File: src/rtl/serial_subtractor_4bit.sv
// Bit-serial A - B over packed operands {A,B}: one full-subtractor cell plus a borrow flop, LSB first.
// Build option SERIAL_SUB_SAT_EN: clamp diff to 0 when the final borrow is set.
module serial_subtractor_4bit #(
  parameter int unsigned WIDTH = 4
) (
  input  logic               clk,
  input  logic               rst_n,
  input  logic               in_valid,
  output logic               in_ready,
  input  logic [2*WIDTH-1:0] in_data,
  output logic               out_valid,
  input  logic               out_ready,
  output logic [WIDTH-1:0]   diff,
  output logic               borrow
);

  localparam int unsigned CNT_W = (WIDTH > 1) ? $clog2(WIDTH) : 1;

  typedef enum logic [1:0] {IDLE, SHIFT, DONE} state_t;

  state_t             state_q, state_d;
  logic [WIDTH-1:0]   a_q, a_d, b_q, b_d, res_q, res_d;
  logic [CNT_W-1:0]   cnt_q, cnt_d;
  logic               bin_q, bin_d;
  logic               in_ready_d, out_valid_d, borrow_d;
  logic [WIDTH-1:0]   diff_d;
  logic               d_bit_c, bout_c;
  logic [WIDTH-1:0]   res_next_c;

  // Full-subtractor cell on the current LSBs.
  always_comb begin
    d_bit_c    = a_q[0] ^ b_q[0] ^ bin_q;
    bout_c     = (~a_q[0] & b_q[0]) | (~(a_q[0] ^ b_q[0]) & bin_q);
    res_next_c = {d_bit_c, res_q[WIDTH-1:1]};
  end

  // Next-state and registered-output logic.
  always_comb begin
    state_d     = state_q;
    a_d         = a_q;
    b_d         = b_q;
    res_d       = res_q;
    cnt_d       = cnt_q;
    bin_d       = bin_q;
    in_ready_d  = in_ready;
    out_valid_d = out_valid;
    diff_d      = diff;
    borrow_d    = borrow;
    case (state_q)
      IDLE: begin
        if (in_valid && in_ready) begin
          a_d        = in_data[2*WIDTH-1:WIDTH];
          b_d        = in_data[WIDTH-1:0];
          bin_d      = 1'b0;
          cnt_d      = '0;
          in_ready_d = 1'b0;
          state_d    = SHIFT;
        end
      end
      SHIFT: begin
        res_d = res_next_c;
        a_d   = a_q >> 1;
        b_d   = b_q >> 1;
        bin_d = bout_c;
        cnt_d = cnt_q + CNT_W'(1);
        if (cnt_q == CNT_W'(WIDTH - 1)) begin
          state_d     = DONE;
          out_valid_d = 1'b1;
          borrow_d    = bout_c;
`ifdef SERIAL_SUB_SAT_EN
          diff_d      = bout_c ? '0 : res_next_c;
`else
          diff_d      = res_next_c;
`endif
        end
      end
      DONE: begin
        if (out_ready) begin
          out_valid_d = 1'b0;
          in_ready_d  = 1'b1;
          state_d     = IDLE;
        end
      end
      default: begin
        state_d     = IDLE;
        in_ready_d  = 1'b1;
        out_valid_d = 1'b0;
      end
    endcase
  end

  always_ff @(posedge clk or negedge rst_n) begin
    if (!rst_n) begin
      state_q   <= IDLE;
      a_q       <= '0;
      b_q       <= '0;
      res_q     <= '0;
      cnt_q     <= '0;
      bin_q     <= 1'b0;
      in_ready  <= 1'b1;
      out_valid <= 1'b0;
      diff      <= '0;
      borrow    <= 1'b0;
    end else begin
      state_q   <= state_d;
      a_q       <= a_d;
      b_q       <= b_d;
      res_q     <= res_d;
      cnt_q     <= cnt_d;
      bin_q     <= bin_d;
      in_ready  <= in_ready_d;
      out_valid <= out_valid_d;
      diff      <= diff_d;
      borrow    <= borrow_d;
    end
  end

endmodule

File: config.mk
export PLATFORM = sky130hd
export DESIGN_NAME = serial_subtractor_4bit
export DESIGN_NICKNAME = d
export VERILOG_FILES = /design/src/rtl/serial_subtractor_4bit.sv
export SDC_FILE = /design/constraint.sdc
export NUM_CORES = 1
export LEC_CHECK = 0
export ABC_AREA = 1
export BUFFER_PORTS_ARGS = -buffer_cell sky130_fd_sc_hd__buf_2
export CAP_MARGIN = 25
export CORE_MARGIN = 8
export CORE_UTILIZATION = 35
export DETAILED_ROUTE_END_ITERATION = 8
export GPL_TIMING_DRIVEN = 1
export PLACE_DENSITY_LB_ADDON = 0.05
export SKIP_CTS_REPAIR_TIMING = 1
export SLEW_MARGIN = 25
export SYNTH_ARGS = -nofsm -noshare
export SYNTH_HDL_FRONTEND = slang
export SYNTH_SLANG_ARGS = --single-unit
File: constraint.sdc
create_clock -name clk -period 1.55 [get_ports clk]
set_input_delay 0.0775 -clock clk [delete_from_list [all_inputs] [get_ports clk]]
set_output_delay 0.0775 -clock clk [all_outputs]
set_load 0.05 [all_outputs]
=== Word level (Yosys, flattened, before mapping) ===
Index checks and enable logic that the tools add are counted.

* Register bits: 24
* Input port bits: 12
* Output and inout bits: 7
* Word-level logic and storage cells: 51

* Bitwise operators: 9
* $add $sub $neg: 1
* Reductions and logical operators: 8
* Mux-type cells: 17
* Eq/ne operators: 6

{| class="wikitable"
|+ Operators with widths
! kind !! number
|-
| $pmux W4 S2 || 2
|-
| $reduce_and A3 Y1 || 3
|-
| $mux W2 || 4
|-
| $mux W4 || 2
|-
| $ne A2 B2 Y1 const B || 3
|-
| $pmux W1 S3 || 2
|-
| $pmux W2 S3 || 1
|-
| $eq A2 B2 Y1 const B || 2
|-
| $mux W1 || 4
|-
| $not A1 Y1 || 4
|-
| $pmux W2 S2 || 1
|-
| $reduce_and A2 Y1 || 2
|-
| $add A2 B1 Y2 const B || 1
|-
| $and A1 B1 Y1 || 2
|-
| $eq A2 B1 Y1 const B || 1
|-
| $logic_not A2 Y1 || 1
|-
| $pmux W1 S2 || 1
|-
| $reduce_bool A2 Y1 || 1
|-
| $xor A1 B1 Y1 || 2
|-
| $logic_and A1 B1 Y1 || 1
|-
| $or A1 B1 Y1 || 1
|}

=== Logic depth before layout (Yosys ltp) ===
* Depth in word-level cells: 5
* Depth in mapped cells: 6
* Gate-level depth less buffers: 6

=== Worst setup path after synthesis ===
OpenSTA, ideal clock, no wires.

* Kind: reg2reg
* Start: register in_ready
* End: register bin_q
* Arrival: 1102 ps
* Buffers on the path: 1
* Setup slack: 329 ps
* Cell stages (with the launch flop): 5
* Clock period less this slack: 1221 ps
* Required time: 1431 ps
* Setup time: 119 ps
* Cells stage by stage: dfstp_2 > nand3_4 > buf_6 > nand3_1 > o21ai_2

* Word-level cells in the longest chain between the ends: 3

{| class="wikitable"
|+ RTL lines
! what !! line !! text
|-
| start: declaration || 9 || <nowiki>output logic in_ready,</nowiki>
|-
| start signal: assignment || 111 || <nowiki>in_ready <= in_ready_d;</nowiki>
|-
| $logic_and A1 B1 Y1 || 51 || <nowiki>if (in_valid && in_ready) begin</nowiki>
|-
| $ne A2 B2 Y1 (no line) || n/a ||
|-
| $reduce_and A2 Y1 (no line) || n/a ||
|-
| end signal: assignment || 110 || <nowiki>bin_q <= bin_d;</nowiki>
|-
| end: declaration || 24 || <nowiki>logic bin_q, bin_d;</nowiki>
|}

Every way passes these cells.
A chain may end at the register's enable or synchronous reset.

=== Worst setup path after layout ===
* Start: register state_q[1]
* End: register a_q[0]

* Word-level cells in the longest chain between the ends: 3
* Elaborated cells between the ends (all ways): 6
* Classes of those cells: eq/ne: 2; mux: 1; reduce/logical: 3

{| class="wikitable"
|+ RTL lines
! what !! line !! text
|-
| start: declaration || 21 || <nowiki>state_t state_q, state_d;</nowiki>
|-
| start signal: assignment || 105 || <nowiki>state_q <= state_d;</nowiki>
|-
| $eq A2 B1 Y1 or $logic_not A2 Y1 (tied branches) || 49 || <nowiki>case (state_q)</nowiki>
|-
| $reduce_bool A2 Y1 (no line) or $ne A2 B2 Y1 (tied branches) || n/a ||
|-
| $reduce_and A2 Y1 (no line) || n/a ||
|-
| end signal: assignment || 95 || <nowiki>a_q <= '0;</nowiki>
|-
| end signal: assignment || 106 || <nowiki>a_q <= a_d;</nowiki>
|-
| end: declaration || 22 || <nowiki>logic [WIDTH-1:0] a_q, a_d, b_q, b_d, res_q, res_d;</nowiki>
|}

Parallel ways exist; a longest one is shown, timed or not.

==> flow_summary.ini <==
[run_status]
outcome = complete, but fails checks
failed_checks = hold timing

[cells_and_area]
nFillCells = 331
mostFrequentLayoutCells = nand2_1, dfrtp_1, nand3_1, buf_2, inv_1
instances_no_fill = 186
drive_above_1_share_pct = 28.2
antenna_cells = 0
multi_input_area_um2 = 428
fin_nets = 157
fin_util_pct = 41.9
final_common_cell = nand2_1
regArea_um2 = 577
area_growth_pct = 14.3

[timing]
min_period_ns = 1.28
rsz0062_at_grt = no
tns_ns = 0
setup_violations = 0
drv_slew = 0
skew_ns = 0.00456
max_slew_margin_pct = 65.7
whs_ns = -0.0133
fin_crit_sh_pct = 82.6
clock.fmax_ghz = 0.781
worst_slew_pin_slew_ns = 0.514
finalHoldViolCount = 1

[critical_path]
cp-end-kind = register
path_class = reg -> reg
cp.required_ns = 1.76
path_cells = inv_2 -> nand2_2 -> buf_4 -> nand2_1 -> nand2_1 -> nand2_1 -> nand2_1
cpPeakStageDelay_ns = 0.43
crit_fanout = 18
crit_top_cell = nand2_1
cp_data_arrival_time_ns = 1.49
cp-start-kind = register
cpMaxStageDelayCell = dfrtp_1

[global_route]
first_global_vias = 817
antenna_found_initial = 0
grtUsageTotal_pct = 8.87
grt_max_degree = 24
overflow = 0
grt_pass1_wl_um = 3710

[power]
p_leak_nw = 0.673
powerDensity_mw_per_mm2 = 2120
p_switching_mw = 1.28
combPwrFrac_pct = 51.4
cell_internal_pwr_mw = 1.41
seqPwrFrac_pct = 38.3
p_clk_share_pct = 10.3
max-vdd-ir-drop_mv = 0.865
p_sw_share_pct = 47.5

[clock_tree]
cts.clk_slew.worst_paths_ns = 0.13
clk_latency_ns = 0.31
root_buffer = clkbuf_4
cts.sinks = 23
h-tree-depth = 1
numCtsBuffers = 3
clock_path_buffers = 2
cts_tree = built

[die]
die-width_um = 72.3
die_h_um = 72.3
core_area_mm2 = 0.00303
start_util_pct = 36.7
io_pins = 19
core.rowCount = 20
dieArea_mm2 = 0.00523

[place]
placedCellCount = 180
place_congestion = 0.751
io_buffers = 18
dp_hpwl_um = 1520

[yosys]
synth_fp_nets = 135
synth_area_mm2 = 0.00111
synth_seq_cells = 23
yosysSeqAreaShare_pct = 52.0
synth_cell_types = 17
synth_area_per_cell_um2 = 9.17
syn-instance-count = 121
yosysWarnings = 0

[drt]
first_iter_violations = 29
drt-met1-wl_um = 1030
wl_per_cell_um = 11.3
num_vias = 807
drcViolationCount = 0
wl_met2_um = 975
routed_wl_um = 2090
routed_via_density = 4.34
dr_wl_met3_um = 73
dr.pass1.iters = 4
postRouteAntennaNets = 0
highest_layer = met4

[flow_run]
max-cap-violations = 0

[hold_path]
hp-class = in -> reg
[synthesized netlist by cell type]
cell      n  area share (%)
a21oi_1   1            0.45
a21oi_2   1            0.79
buf_4     3             2.0
buf_6     3             3.0
dfrtp_1  22              50
dfstp_2   1             2.4
fa_1      1             1.8
ha_1      1             1.1
inv_1    11             3.7
inv_2     2            0.68
nand2_1  37              13
nand2_2   2             1.1
nand3_1  21             9.5
nand3_4   2             3.2
nor2_1    1            0.34
o21ai_0   5             2.3
o21ai_2   7             5.5
[per-stage QoR]
| stage | setup slack [ns] | instance area, um2 | total power, mW |
|---|---|---|---|
| after floorplan | 0.329 | 1110 | 2.18 |
| after global placement | 0.276 | 1220 | 2.44 |
| after detailed placement | 0.282 | 1220 | 2.46 |
| after CTS | 0.247 | 1250 | 2.74 |
| after global routing | 0.138 | 1270 | 2.95 |
| final | 0.270 | 1270 | 2.69 |
[sequential cells by signal, summed over array words and instances (netlist names)]
| name | cells |
|---|---|
| a_q | 4 |
| borrow | 1 |
| in_ready | 1 |
| state_q | 2 |
| b_q | 4 |
| res_q | 3 |
| bin_q | 1 |
| out_valid | 1 |
| diff | 4 |
| cnt_q | 2 |
[power by group through the flow]
stage | registers (mW) | clock network, mW | logic (mW)
2_1_floorplan | 1.31 | 0 | 0.870
3_3_place_gp | 1.04 | 0 | 1.40
3_5_place_dp | 1.05 | 0 | 1.41
4_1_cts | 1.03 | 0.297 | 1.41
5_1_grt | 1.06 | 0.313 | 1.57
6_report | 1.03 | 0.278 | 1.38
[final cells by class]
| cell class | instances | area share, % |
|---|---|---|
| Sequential cell | 23 | 45.5 |
| Multi-Input combinational cell | 79 | 33.7 |
| Timing Repair Buffer | 23 | 10.5 |
| Tap cell | 44 | 4.34 |
| Inverter | 13 | 3.85 |
| Clock buffer | 3 | 1.78 |
| Clock inverter | 1 | 0.394 |
[layer usage]
| metal | track usage [%] | vias up |
|---|---|---|
| li1 | - | 426 |
| met1 | 10.8 | 369 |
| met2 | 14.6 | 10 |
| met3 | 2.07 | 2 |
| met4 | 3.40 | 0 |
| met5 | 0 | - |
[cell families (layout without fill, tap and decap cells)]
kind of cell,after synthesis,in the layout,synth area share (%)
AO/OA/AOI/OAI,14,14,9.02
adder cells (fa/ha/maj),2,2,2.93
buffers and inverters,19,40,9.47
flip-flops,23,23,52.0
AND/OR/NAND/NOR,63,63,26.6
[worst paths after layout]
path	startpoint	end	slack, ns	depth (start not counted)
max in group asynchronous	rst_n	in_ready$_DFFE_PN1P_	0.93	2
hold / removal	in_data[7]	a_q[3]$_DFFE_PN0P_	-0.01	3
min in group asynchronous	rst_n	diff[1]$_DFFE_PN0P_	0.25	2
hold reg to reg	diff[1]$_DFFE_PN0P_	diff[1]$_DFFE_PN0P_	0.49	2
setup reg to reg	state_q[1]$_DFFE_PN0P_	a_q[0]$_DFFE_PN0P_	0.27	7
setup / recovery	state_q[1]$_DFFE_PN0P_	a_q[0]$_DFFE_PN0P_	0.27	7
[worst max-delay path: cells and delay by family, from the launching register on]
kind	cells	cell delay (ns)
buf+inv	2	0.42
simple gates	5	0.32
flops	1	0.43
Power figures use the tool's default switching activity.
